$ cat src/rtl/vga_pkg.sv
// Shared VGA timing defaults, the line/frame length helpers and the colour type.
package vga_pkg;

  localparam int unsigned DEF_HACTIVE = 640;
  localparam int unsigned DEF_HFP     = 16;
  localparam int unsigned DEF_HSYN    = 96;
  localparam int unsigned DEF_HBP     = 48;
  localparam int unsigned DEF_VACTIVE = 480;
  localparam int unsigned DEF_VFP     = 10;
  localparam int unsigned DEF_VSYN    = 2;
  localparam int unsigned DEF_VBP     = 33;

  // Counters are 10 bits wide, so a line or frame may hold at most this many steps.
  localparam int unsigned CNT_LIMIT = 1024;

  typedef struct packed {
    logic [7:0] r;
    logic [7:0] g;
    logic [7:0] b;
  } rgb_t;

  function automatic int unsigned calcHmax(input int unsigned active, input int unsigned fp,
                                           input int unsigned syn, input int unsigned bp);
    return active + fp + syn + bp;
  endfunction

  function automatic int unsigned calcVmax(input int unsigned active, input int unsigned fp,
                                           input int unsigned syn, input int unsigned bp);
    return active + fp + syn + bp;
  endfunction

endpackage

$ cat src/rtl/vga_if.sv
// Bundle between the timing controller, the upstream pixel generator and the video DAC pins.
interface vga_if;
  import vga_pkg::*;

  rgb_t       rgb_in;
  logic [9:0] x;
  logic [9:0] y;
  logic       pix_en;
  logic       frame_start;
  logic       vgaclk;
  logic       hsync;
  logic       vsync;
  logic       sync_b;
  logic       blank_b;
  logic [7:0] r;
  logic [7:0] g;
  logic [7:0] b;

  modport master (
    input  rgb_in,
    output x, y, pix_en, frame_start,
    output vgaclk, hsync, vsync, sync_b, blank_b, r, g, b
  );

  modport slave (
    output rgb_in,
    input  x, y, pix_en, frame_start,
    input  vgaclk, hsync, vsync, sync_b, blank_b, r, g, b
  );
endinterface

$ cat src/rtl/vga_pixel_div.sv
// Divides the system clock down to the pixel rate: pixel strobe plus a registered DAC clock.
module vga_pixel_div
  import vga_pkg::*;
#(
  parameter int unsigned DIV = 2
) (
  input  logic clk,
  input  logic reset,
  output logic o_pixEn,
  output logic o_vgaClk
);

  localparam int unsigned DCW = (DIV > 1) ? $clog2(DIV) : 1;

  if (DIV == 0 || DIV > 16) begin : gBadDiv
    $error("vga_pixel_div: DIV must be in 1..16");
  end

  logic [DCW-1:0] r_dcnt;
  logic           r_vgaClk;
  logic           w_last;
  logic [DCW-1:0] w_dcntNext;

  assign w_last     = (r_dcnt == DCW'(DIV - 1));
  assign w_dcntNext = w_last ? '0 : r_dcnt + 1'b1;

  // vgaClk is computed from the next divider value so the register tracks the current dcnt.
  always_ff @(posedge clk) begin
    if (reset) begin
      r_dcnt   <= '0;
      r_vgaClk <= 1'b1;
    end else begin
      r_dcnt   <= w_dcntNext;
      r_vgaClk <= (DIV == 1) ? 1'b1 : (w_dcntNext < DCW'(DIV / 2));
    end
  end

  assign o_pixEn  = w_last;
  assign o_vgaClk = r_vgaClk;

endmodule

$ cat src/rtl/vga_controller.sv
// VGA timing generator: pixel/line counters plus a one-pixel-delayed, blanked DAC output stage.
module vga_controller
  import vga_pkg::*;
#(
  parameter int unsigned DIV     = 2,
  parameter int unsigned HACTIVE = DEF_HACTIVE,
  parameter int unsigned HFP     = DEF_HFP,
  parameter int unsigned HSYN    = DEF_HSYN,
  parameter int unsigned HBP     = DEF_HBP,
  parameter int unsigned VACTIVE = DEF_VACTIVE,
  parameter int unsigned VFP     = DEF_VFP,
  parameter int unsigned VSYN    = DEF_VSYN,
  parameter int unsigned VBP     = DEF_VBP
) (
  input logic  clk,
  input logic  reset,
  vga_if.master vga
);

  localparam int unsigned HMAX = calcHmax(HACTIVE, HFP, HSYN, HBP);
  localparam int unsigned VMAX = calcVmax(VACTIVE, VFP, VSYN, VBP);

  if (HMAX > CNT_LIMIT || VMAX > CNT_LIMIT || HMAX == 0 || VMAX == 0) begin : gBadTiming
    $error("vga_controller: HMAX and VMAX must be in 1..1024");
  end

  // 11-bit bounds so a region ending exactly at 1024 still compares correctly.
  localparam logic [10:0] H_ACT_END = 11'(HACTIVE);
  localparam logic [10:0] H_SYN_BEG = 11'(HACTIVE + HFP);
  localparam logic [10:0] H_SYN_END = 11'(HACTIVE + HFP + HSYN);
  localparam logic [10:0] V_ACT_END = 11'(VACTIVE);
  localparam logic [10:0] V_SYN_BEG = 11'(VACTIVE + VFP);
  localparam logic [10:0] V_SYN_END = 11'(VACTIVE + VFP + VSYN);

  logic       w_pixEn;
  logic       w_vgaClk;
  logic [9:0] r_hcnt;
  logic [9:0] r_vcnt;
  logic       r_frameStart;
  logic       r_hsync;
  logic       r_vsync;
  logic       r_blankB;
  rgb_t       r_rgb;

  logic        w_hLast;
  logic        w_vLast;
  logic [10:0] w_hcntX;
  logic [10:0] w_vcntX;
  logic        w_hsyncNext;
  logic        w_vsyncNext;
  logic        w_blankBNext;

  vga_pixel_div #(.DIV(DIV)) uPixelDiv (
    .clk      (clk),
    .reset    (reset),
    .o_pixEn  (w_pixEn),
    .o_vgaClk (w_vgaClk)
  );

  assign w_hLast = (r_hcnt == 10'(HMAX - 1));
  assign w_vLast = (r_vcnt == 10'(VMAX - 1));
  assign w_hcntX = {1'b0, r_hcnt};
  assign w_vcntX = {1'b0, r_vcnt};

  assign w_hsyncNext  = !((w_hcntX >= H_SYN_BEG) && (w_hcntX < H_SYN_END));
  assign w_vsyncNext  = !((w_vcntX >= V_SYN_BEG) && (w_vcntX < V_SYN_END));
  assign w_blankBNext = (w_hcntX < H_ACT_END) && (w_vcntX < V_ACT_END);

  always_ff @(posedge clk) begin
    if (reset) begin
      r_hcnt       <= '0;
      r_vcnt       <= '0;
      r_frameStart <= 1'b0;
    end else begin
      r_frameStart <= w_pixEn && w_hLast && w_vLast;
      if (w_pixEn) begin
        if (w_hLast) begin
          r_hcnt <= '0;
          r_vcnt <= w_vLast ? '0 : r_vcnt + 1'b1;
        end else begin
          r_hcnt <= r_hcnt + 1'b1;
        end
      end
    end
  end

  // DAC stage samples the pre-edge counters, so it trails x/y by exactly one pixel period.
  always_ff @(posedge clk) begin
    if (reset) begin
      r_hsync  <= 1'b1;
      r_vsync  <= 1'b1;
      r_blankB <= 1'b0;
      r_rgb    <= '0;
    end else if (w_pixEn) begin
      r_hsync  <= w_hsyncNext;
      r_vsync  <= w_vsyncNext;
      r_blankB <= w_blankBNext;
      r_rgb    <= w_blankBNext ? vga.rgb_in : '0;
    end
  end

  assign vga.x           = r_hcnt;
  assign vga.y           = r_vcnt;
  assign vga.pix_en      = w_pixEn;
  assign vga.frame_start = r_frameStart;
  assign vga.vgaclk      = w_vgaClk;
  assign vga.hsync       = r_hsync;
  assign vga.vsync       = r_vsync;
  assign vga.sync_b      = 1'b0;
  assign vga.blank_b     = r_blankB;
  assign vga.r           = r_rgb.r;
  assign vga.g           = r_rgb.g;
  assign vga.b           = r_rgb.b;

endmodule

$ cat src/flat_wrapper.sv
// flat-port wrapper written by rule: the top's interface ports become plain ports
module vga_controller_flat import vga_pkg::*;
#(
  parameter int unsigned DIV     = 2,
  parameter int unsigned HACTIVE = DEF_HACTIVE,
  parameter int unsigned HFP     = DEF_HFP,
  parameter int unsigned HSYN    = DEF_HSYN,
  parameter int unsigned HBP     = DEF_HBP,
  parameter int unsigned VACTIVE = DEF_VACTIVE,
  parameter int unsigned VFP     = DEF_VFP,
  parameter int unsigned VSYN    = DEF_VSYN,
  parameter int unsigned VBP     = DEF_VBP
)
  (clk, reset, vga_rgb_in, vga_x, vga_y, vga_pix_en, vga_frame_start, vga_vgaclk, vga_hsync, vga_vsync, vga_sync_b, vga_blank_b, vga_r, vga_g, vga_b);
  vga_if vga_i ();
  input logic clk;
  input logic reset;
  input wire logic [$bits(vga_i.rgb_in)-1:0] vga_rgb_in;
  output wire logic [$bits(vga_i.x)-1:0] vga_x;
  output wire logic [$bits(vga_i.y)-1:0] vga_y;
  output wire logic [$bits(vga_i.pix_en)-1:0] vga_pix_en;
  output wire logic [$bits(vga_i.frame_start)-1:0] vga_frame_start;
  output wire logic [$bits(vga_i.vgaclk)-1:0] vga_vgaclk;
  output wire logic [$bits(vga_i.hsync)-1:0] vga_hsync;
  output wire logic [$bits(vga_i.vsync)-1:0] vga_vsync;
  output wire logic [$bits(vga_i.sync_b)-1:0] vga_sync_b;
  output wire logic [$bits(vga_i.blank_b)-1:0] vga_blank_b;
  output wire logic [$bits(vga_i.r)-1:0] vga_r;
  output wire logic [$bits(vga_i.g)-1:0] vga_g;
  output wire logic [$bits(vga_i.b)-1:0] vga_b;
  assign vga_i.rgb_in = vga_rgb_in;
  assign vga_x = vga_i.x;
  assign vga_y = vga_i.y;
  assign vga_pix_en = vga_i.pix_en;
  assign vga_frame_start = vga_i.frame_start;
  assign vga_vgaclk = vga_i.vgaclk;
  assign vga_hsync = vga_i.hsync;
  assign vga_vsync = vga_i.vsync;
  assign vga_sync_b = vga_i.sync_b;
  assign vga_blank_b = vga_i.blank_b;
  assign vga_r = vga_i.r;
  assign vga_g = vga_i.g;
  assign vga_b = vga_i.b;
  vga_controller #(.DIV(DIV), .HACTIVE(HACTIVE), .HFP(HFP), .HSYN(HSYN), .HBP(HBP), .VACTIVE(VACTIVE), .VFP(VFP), .VSYN(VSYN), .VBP(VBP)) u_core (.clk(clk), .reset(reset), .vga(vga_i));
endmodule
$ cat config.mk
export PLATFORM = sky130hd
export DESIGN_NAME = vga_controller_flat
export DESIGN_NICKNAME = d
export VERILOG_FILES = /design/src/rtl/vga_pkg.sv /design/src/rtl/vga_if.sv /design/src/rtl/vga_pixel_div.sv /design/src/rtl/vga_controller.sv /design/src/flat_wrapper.sv
export SDC_FILE = /design/constraint.sdc
export NUM_CORES = 1
export LEC_CHECK = 0
export CORE_ASPECT_RATIO = 0.9
export CORE_MARGIN = 2
export CORE_UTILIZATION = 46
export DETAILED_ROUTE_END_ITERATION = 16
export HOLD_SLACK_MARGIN = 0.05
export PLACE_DENSITY = 0.84
export SYNTH_ARGS = -nofsm -noshare
export SYNTH_HDL_FRONTEND = slang
export SYNTH_SLANG_ARGS = --single-unit
$ cat constraint.sdc
create_clock -name clk -period 4.48 [get_ports clk]
set_input_delay 0.672 -clock clk [delete_from_list [all_inputs] [get_ports clk]]
set_output_delay 0.672 -clock clk [all_outputs]
set_load 0.02 [all_outputs]
==> results of run 1 <==
==> path summary, 6_finish.rpt <==
path / startpoint / endpoint / slack [ns] / cells past startpoint
setup reg to reg: u_core.vga.x[0] / u_core.vga.y[0] / 2.18 / 5
hold / removal: u_core.vga.blank_b / u_core.vga.blank_b / 0.46 / 1
setup / recovery: reset / u_core.vga.b[4] / 1.88 / 3
hold reg to reg: u_core.vga.blank_b / u_core.vga.blank_b / 0.46 / 1
==> layout make-up <==
| cell class | count | area, sq um | area share, % |
|---|---|---|---|
| Clock buffer | 5 | 68.8 | 2.40 |
| Timing Repair Buffer | 76 | 758 | 26.4 |
| Multi-Input combinational cell | 132 | 902 | 31.5 |
| Tap cell | 48 | 60.1 | 2.09 |
| Clock inverter | 3 | 47.5 | 1.66 |
| Inverter | 8 | 30.0 | 1.05 |
| Sequential cell | 50 | 1000 | 34.9 |
==> worst register-to-register path, stage by stage, from the launching register on <==
cell and delay [ns]:
dfxtp_1 0.45, ha_1 0.25, and3_1 0.25, nand4_2 0.37, o21bai_1 0.73, nor2_1 0.11
==> layout by cell type (no fill, tap or decap), drive strengths merged, types with 2 or more instances in the layout <==
master	count
and2	2
clkbuf	5
ha	4
o311ai	2
nand4	7
nor3	8
nand2	13
or4	4
a31oi	2
nor4b	3
nand2b	2
or3	4
inv	9
o21ai	7
o31ai	3
a22o	24
xor2	4
nor4bb	2
nor2	10
clkdlybuf4s50	75
dfxtp	50
a21oi	11
nand3	7
xnor2	5
==> cell usage after synthesis (3+ instances only) <==
| cell | n | share of area [%] |
|---|---|---|
| dfxtp_1 | 50 | 51 |
| a22o_1 | 24 | 11 |
| nand2_1 | 13 | 2.5 |
| a21oi_1 | 11 | 2.8 |
| nor2_1 | 10 | 1.9 |
| inv_1 | 8 | 1.5 |
| nor3_1 | 8 | 2.0 |
| nand3_1 | 7 | 1.8 |
| o21ai_0 | 7 | 1.8 |
| clkbuf_1 | 6 | 1.1 |
| nand4_1 | 6 | 1.9 |
| xnor2_1 | 5 | 2.2 |
| ha_1 | 4 | 2.5 |
| or3_1 | 4 | 1.3 |
| or4_1 | 4 | 1.5 |
| xor2_1 | 4 | 1.8 |
| buf_2 | 3 | 0.76 |
| o31ai_1 | 3 | 1.1 |
==> flip-flops by register name, indices dropped and copies added, names as in the netlist <==
name	cells
u_core.uPixelDiv.o_pixEn	1
u_core.uPixelDiv.o_vgaClk	1
u_core.vga.b	8
u_core.vga.blank_b	1
u_core.vga.frame_start	1
u_core.vga.g	8
u_core.vga.hsync	1
u_core.vga.r	8
u_core.vga.vsync	1
u_core.vga.x	10
u_core.vga.y	10
==> cell families (layout without fill, tap and decap cells) <==
kind of cell,count (synthesis),count (layout),share of synthesized area (%)
compound gates,51,51,18.7
flops,50,50,50.8
buf+inv,18,92,3.81
xor+xnor,9,9,4.00
other cells,1,1,0.190
simple gates,67,67,19.9
fa+ha+maj,4,4,2.54
==> layer usage <==
layer	track usage [%]	vias to the layer above
li1	-	875
met1	28.7	864
met2	30.7	58
met3	5.64	2
met4	6.02	0
met5	0	-
==> power breakdown <==
group          internal [mW]  switching, mW
clock network          0.169          0.158
registers              0.460         0.0114
logic                 0.0592         0.0471
total                  0.689          0.217
==> metrics by stage <==
step           setup WS, ns  instances
2_1_floorplan          2.65        200
3_3_place_gp           1.58        314
3_5_place_dp           1.56        314
4_1_cts                1.88        322
5_1_grt                1.69        322
6_report               1.88        322
==> results.toml, run 1 <==
[synth]
synth_edf_count = 0
yosysSeqAreaShare_pct = 50.8
ys.flop_type = "dfxtp_1"
synth_seq_cells = 50
ys_types = 36
postSynthCellCount = 200
syn-num-nets = 230
syn_area_sq_um = 1970
ys.warnings.count = 0
synthArstFlopShare_pct = 0
syn_avg_cell_area_sq_um = 9.85

[clock_network]
clk_path_buf_depth = 2
hold_buffers = 0
htree_levels = 2
cts-root-buf = "clkbuf_8"
cts_resized = 0
post_cts_buffers = 0
path_clk_slew_ns = 0.10
clk_latency_ns = 0.30
cts_buffers = 5
clock_sinks = 50
tritoncts = "done"

[setup_path]
critPathMaxFanout = 25
crit_chain = "clkdlybuf4s50_1 > nor4b_4 > a22o_1"
setup.worst_path.class = "input pin to register"
crit_family = "simple AND/OR/NAND/NOR gates"
start_kind = "input pin"
cp_data_arrival_time_ns = 2.84
cp.required_ns = 4.72
cp-end-kind = "register"
cp_slowest_cell = "nor4b_4"
cp_slowest_stage_delay_ns = 1.14
path_buf_inv = 1

[sta]
period_share_pct = 58.1
worstMarginPinSlew_ns = 1.20
rsz0062_at_grt = "false"
setup_viol = 0
fin_skew_ns = 0.00991
fmax_mhz = 384
fin_hold_ws_ns = 0.464
hold_violations = 0
finalSetupTns_ns = 0
drv_slew = 0
slew_headroom_pct = 19.5
fin_crit_ns = 2.60

[detailed_routing]
drt-total-wl_microns = 4880
dr_wl_met3_microns = 277
top_layer = "met4"
vias = 1799
wirelength_met1_microns = 2220
routedWlPerCell_microns = 15.2
drc = 0
drtIter0Drc = 139
ant_nets = 0
drt_first_pass_iters = 4
viasPerCell = 5.59
route.met2.wl_microns = 2350

[grt]
grt_pass1_vias = 1532
grt_pass1_wl_microns = 7620
gr-usage-all-layers_pct = 20.5
antenna_found_initial = 0
overflow = 0
grt_max_degree = 27

[finish]
nets = 303
nFillCells = 325
final_area_sq_um = 2870
final_util_pct = 69.9
layout-drive-gt1-share_pct = 4.74
antennaDiodeCount = 0
area_growth_pct = 45.6

[floorplanning]
start_util_pct = 48.0
core_sq_um = 4100
ioPinCount = 77
num_rows = 22
die_w_microns = 73.0
die_area_sq_um = 4820
die_h_microns = 66.1

[power_and_ir_drop]
powerDensity_nw_per_um2 = 316
finalPower_mw = 0.906
ir_drop_mv = 0.174
leakage_nw = 1.01

[worst_hold_path]
hold_path_class = "register to register"

[run]
cap_violations = 0

[placed_design]
hpwl_microns = 3410
place_area_sq_um = 2750
gp_congestion = 0.849
portBuffers = 75

[status]
status = "complete, no violations"
Power figures use the tool's default switching activity.
==> inputs of run 2 (changes only) <==
--- a/config.mk
+++ b/config.mk
@@ -7,10 +7,10 @@
 export LEC_CHECK = 0
 export CORE_ASPECT_RATIO = 0.9
 export CORE_MARGIN = 2
-export CORE_UTILIZATION = 46
+export CORE_UTILIZATION = 43
 export DETAILED_ROUTE_END_ITERATION = 16
 export HOLD_SLACK_MARGIN = 0.05
-export PLACE_DENSITY = 0.84
+export PLACE_DENSITY = 0.79
 export SYNTH_ARGS = -nofsm -noshare
 export SYNTH_HDL_FRONTEND = slang
 export SYNTH_SLANG_ARGS = --single-unit
==> constraint.sdc (replaced) <==
create_clock -name clk -period 2.6 [get_ports clk]
set_input_delay 0.39 -clock clk [delete_from_list [all_inputs] [get_ports clk]]
set_output_delay 0.39 -clock clk [all_outputs]
set_load 0.02 [all_outputs]
==> run 2 against run 1 <==
Against the previous run:
- wire length fell by 2.5%
- via count is 2.7% lower
- non-clock buffer count grew 3
- clock power up 65%
- register-to-register slack worse by 1.7 ns
- final area up 1.2%
- setup slack got worse by 1.4 ns
- combinational power is 77% higher
- utilization decreased by 4.4 points
- global-route usage fell by 2.4 points
- critical path depth grew 2
- largest power group unchanged
- first-iteration DRC count down 39%
==> results.toml, run 2 (synthesis gave the netlist of run 1 again) <==
[status]
status = "complete, no violations"

[sta]
drv_slew = 0
setup_viol = 0
rsz0062_at_grt = "false"
period_share_pct = 80.6
fin_skew_ns = 0.00646
hold_violations = 0
finalSetupTns_ns = 0
fmax_mhz = 477
fin_hold_ws_ns = 0.464
fin_crit_ns = 2.10

[finish]
regArea_sq_um = 1000
final_cell_mix = "clkdlybuf4s50_1, dfxtp_1, a22o_1, nand2_1, a21oi_1"
area_growth_pct = 47.3
nets = 306
mostFrequentLayoutCell = "clkdlybuf4s50_1"
multiInputGateArea_sq_um = 902
layout-drive-gt1-share_pct = 5.42
antennaDiodeCount = 0
nFillCells = 388

[clock_network]
htree_levels = 2
clk_latency_ns = 0.30
cts_resized = 0
hold_buffers = 0
tritoncts = "done"
post_cts_buffers = 0
cts_buffers = 5
path_clk_slew_ns = 0.09
clock_sinks = 50
clk_path_buf_depth = 2
cts-root-buf = "clkbuf_8"

[worst_hold_path]
hold_path_class = "register to register"
holdPathStages = 1
min_to = "u_core.vga.blank_b"
hold_start = "u_core.vga.blank_b"

[floorplanning]
num_rows = 23
core_sq_um = 4430
die_area_sq_um = 5140
start_util_pct = 44.4
die_w_microns = 75.3
die_h_microns = 68.2
ioPinCount = 77

[grt]
grt_pass1_wl_microns = 7070
grt_max_degree = 28
grt_pass1_vias = 1444
gr-usage-all-layers_pct = 18.1
antenna_found_initial = 0
overflow = 0

[power_and_ir_drop]
power_frac_clock_pct = 35.1
p_comb_share_pct = 12.2
power_frac_seq_pct = 52.7
powerDensity_nw_per_um2 = 530
swShare_pct = 23.0
p_sw_mw = 0.354
p_int_mw = 1.19
leakage_nw = 1.02
ir_drop_mv = 0.336

[detailed_routing]
ant_nets = 0
drt_first_pass_iters = 4
vias = 1750
viasPerCell = 5.16
drt-total-wl_microns = 4760
drtIter0Drc = 85
drc = 0
routedWlPerCell_microns = 14.0

[setup_path]
startpoint = "u_core.vga.x[1]"
r2r_slack_ns = 0.50
cp-end-kind = "register"
cp_data_arrival_time_ns = 2.32
r2r-end = "u_core.vga.y[5]"
setup.worst_path.class = "register to register"
cp.required_ns = 2.82
reg2regPathDepth = 5
reg2reg_from = "u_core.vga.x[1]"
start_kind = "register"
critPathMaxFanout = 18

[placed_design]
gp_congestion = 0.828
portBuffers = 75
hpwl_microns = 3440

[run]
cap_violations = 0
run 2: cell count changes in the layout (fill, tap and decap cells not counted), sizes merged:
cell and change:
inv -1, clkinvlp +1, clkbuf +1, buf +3, clkinv -1
run 2: worst max path at each step:
stage | endpoint | slack [ns]
6_report | u_core.vga.y[5] | 0.50
4_1_cts | u_core.vga.y[5] | 0.52
2_1_floorplan | u_core.vga.y[8] | 0.77
3_3_place_gp | u_core.vga.y[7] | 0.62
3_5_place_dp | u_core.vga.y[5] | 0.55
5_1_grt | u_core.vga.y[5] | 0.31
run 2: power groups by stage:
| stage | Clock (mW) | Combinational [mW] | Sequential [mW] |
|---|---|---|---|
| final | 0.539 | 0.188 | 0.811 |
| after global routing | 0.591 | 0.199 | 0.815 |
| after CTS | 0.554 | 0.190 | 0.811 |
| after detailed placement | 0 | 0.188 | 0.829 |
| after global placement | 0 | 0.187 | 0.827 |
| after floorplan | 0 | 0.0490 | 0.861 |
run 2: final cells by class:
class	count	area share, %
Sequential cell	50	34.5
Timing Repair Buffer	79	26.9
Tap cell	62	2.67
Clock inverter	2	1.29
Clock buffer	6	2.50
Inverter	8	1.03
Multi-Input combinational cell	132	31.1
run 2: stage by stage:
step           instance area (sq um)  total power [mW]  std cells  utilization (%)  setup slack, ns
2_1_floorplan                   1970             0.910        200                -            0.770
6_report                        2900              1.54        339             65.5            0.505
4_1_cts                         2900              1.56        339             65.5            0.518
3_3_place_gp                    2790              1.01        331             63.0            0.622
3_5_place_dp                    2790              1.02        331             63.0            0.545
5_1_grt                         2900              1.61        339             65.5            0.306
run 2: worst max-delay path: stages, from the launching register on:
cell	delay [ns]
dfxtp_1	0.41
ha_1	0.23
and3_1	0.27
nand4_2	0.35
or4_1	0.60
a21oi_1	0.17
run 2: metal layers:
layer | up-vias | track usage (%) | share of wire [%]
met5 | - | 0 | 0
met4 | 0 | 5.26 | 1.1
met3 | 6 | 6.04 | 7.3
met2 | 44 | 25.8 | 45
met1 | 819 | 26.0 | 47
li1 | 881 | - | -
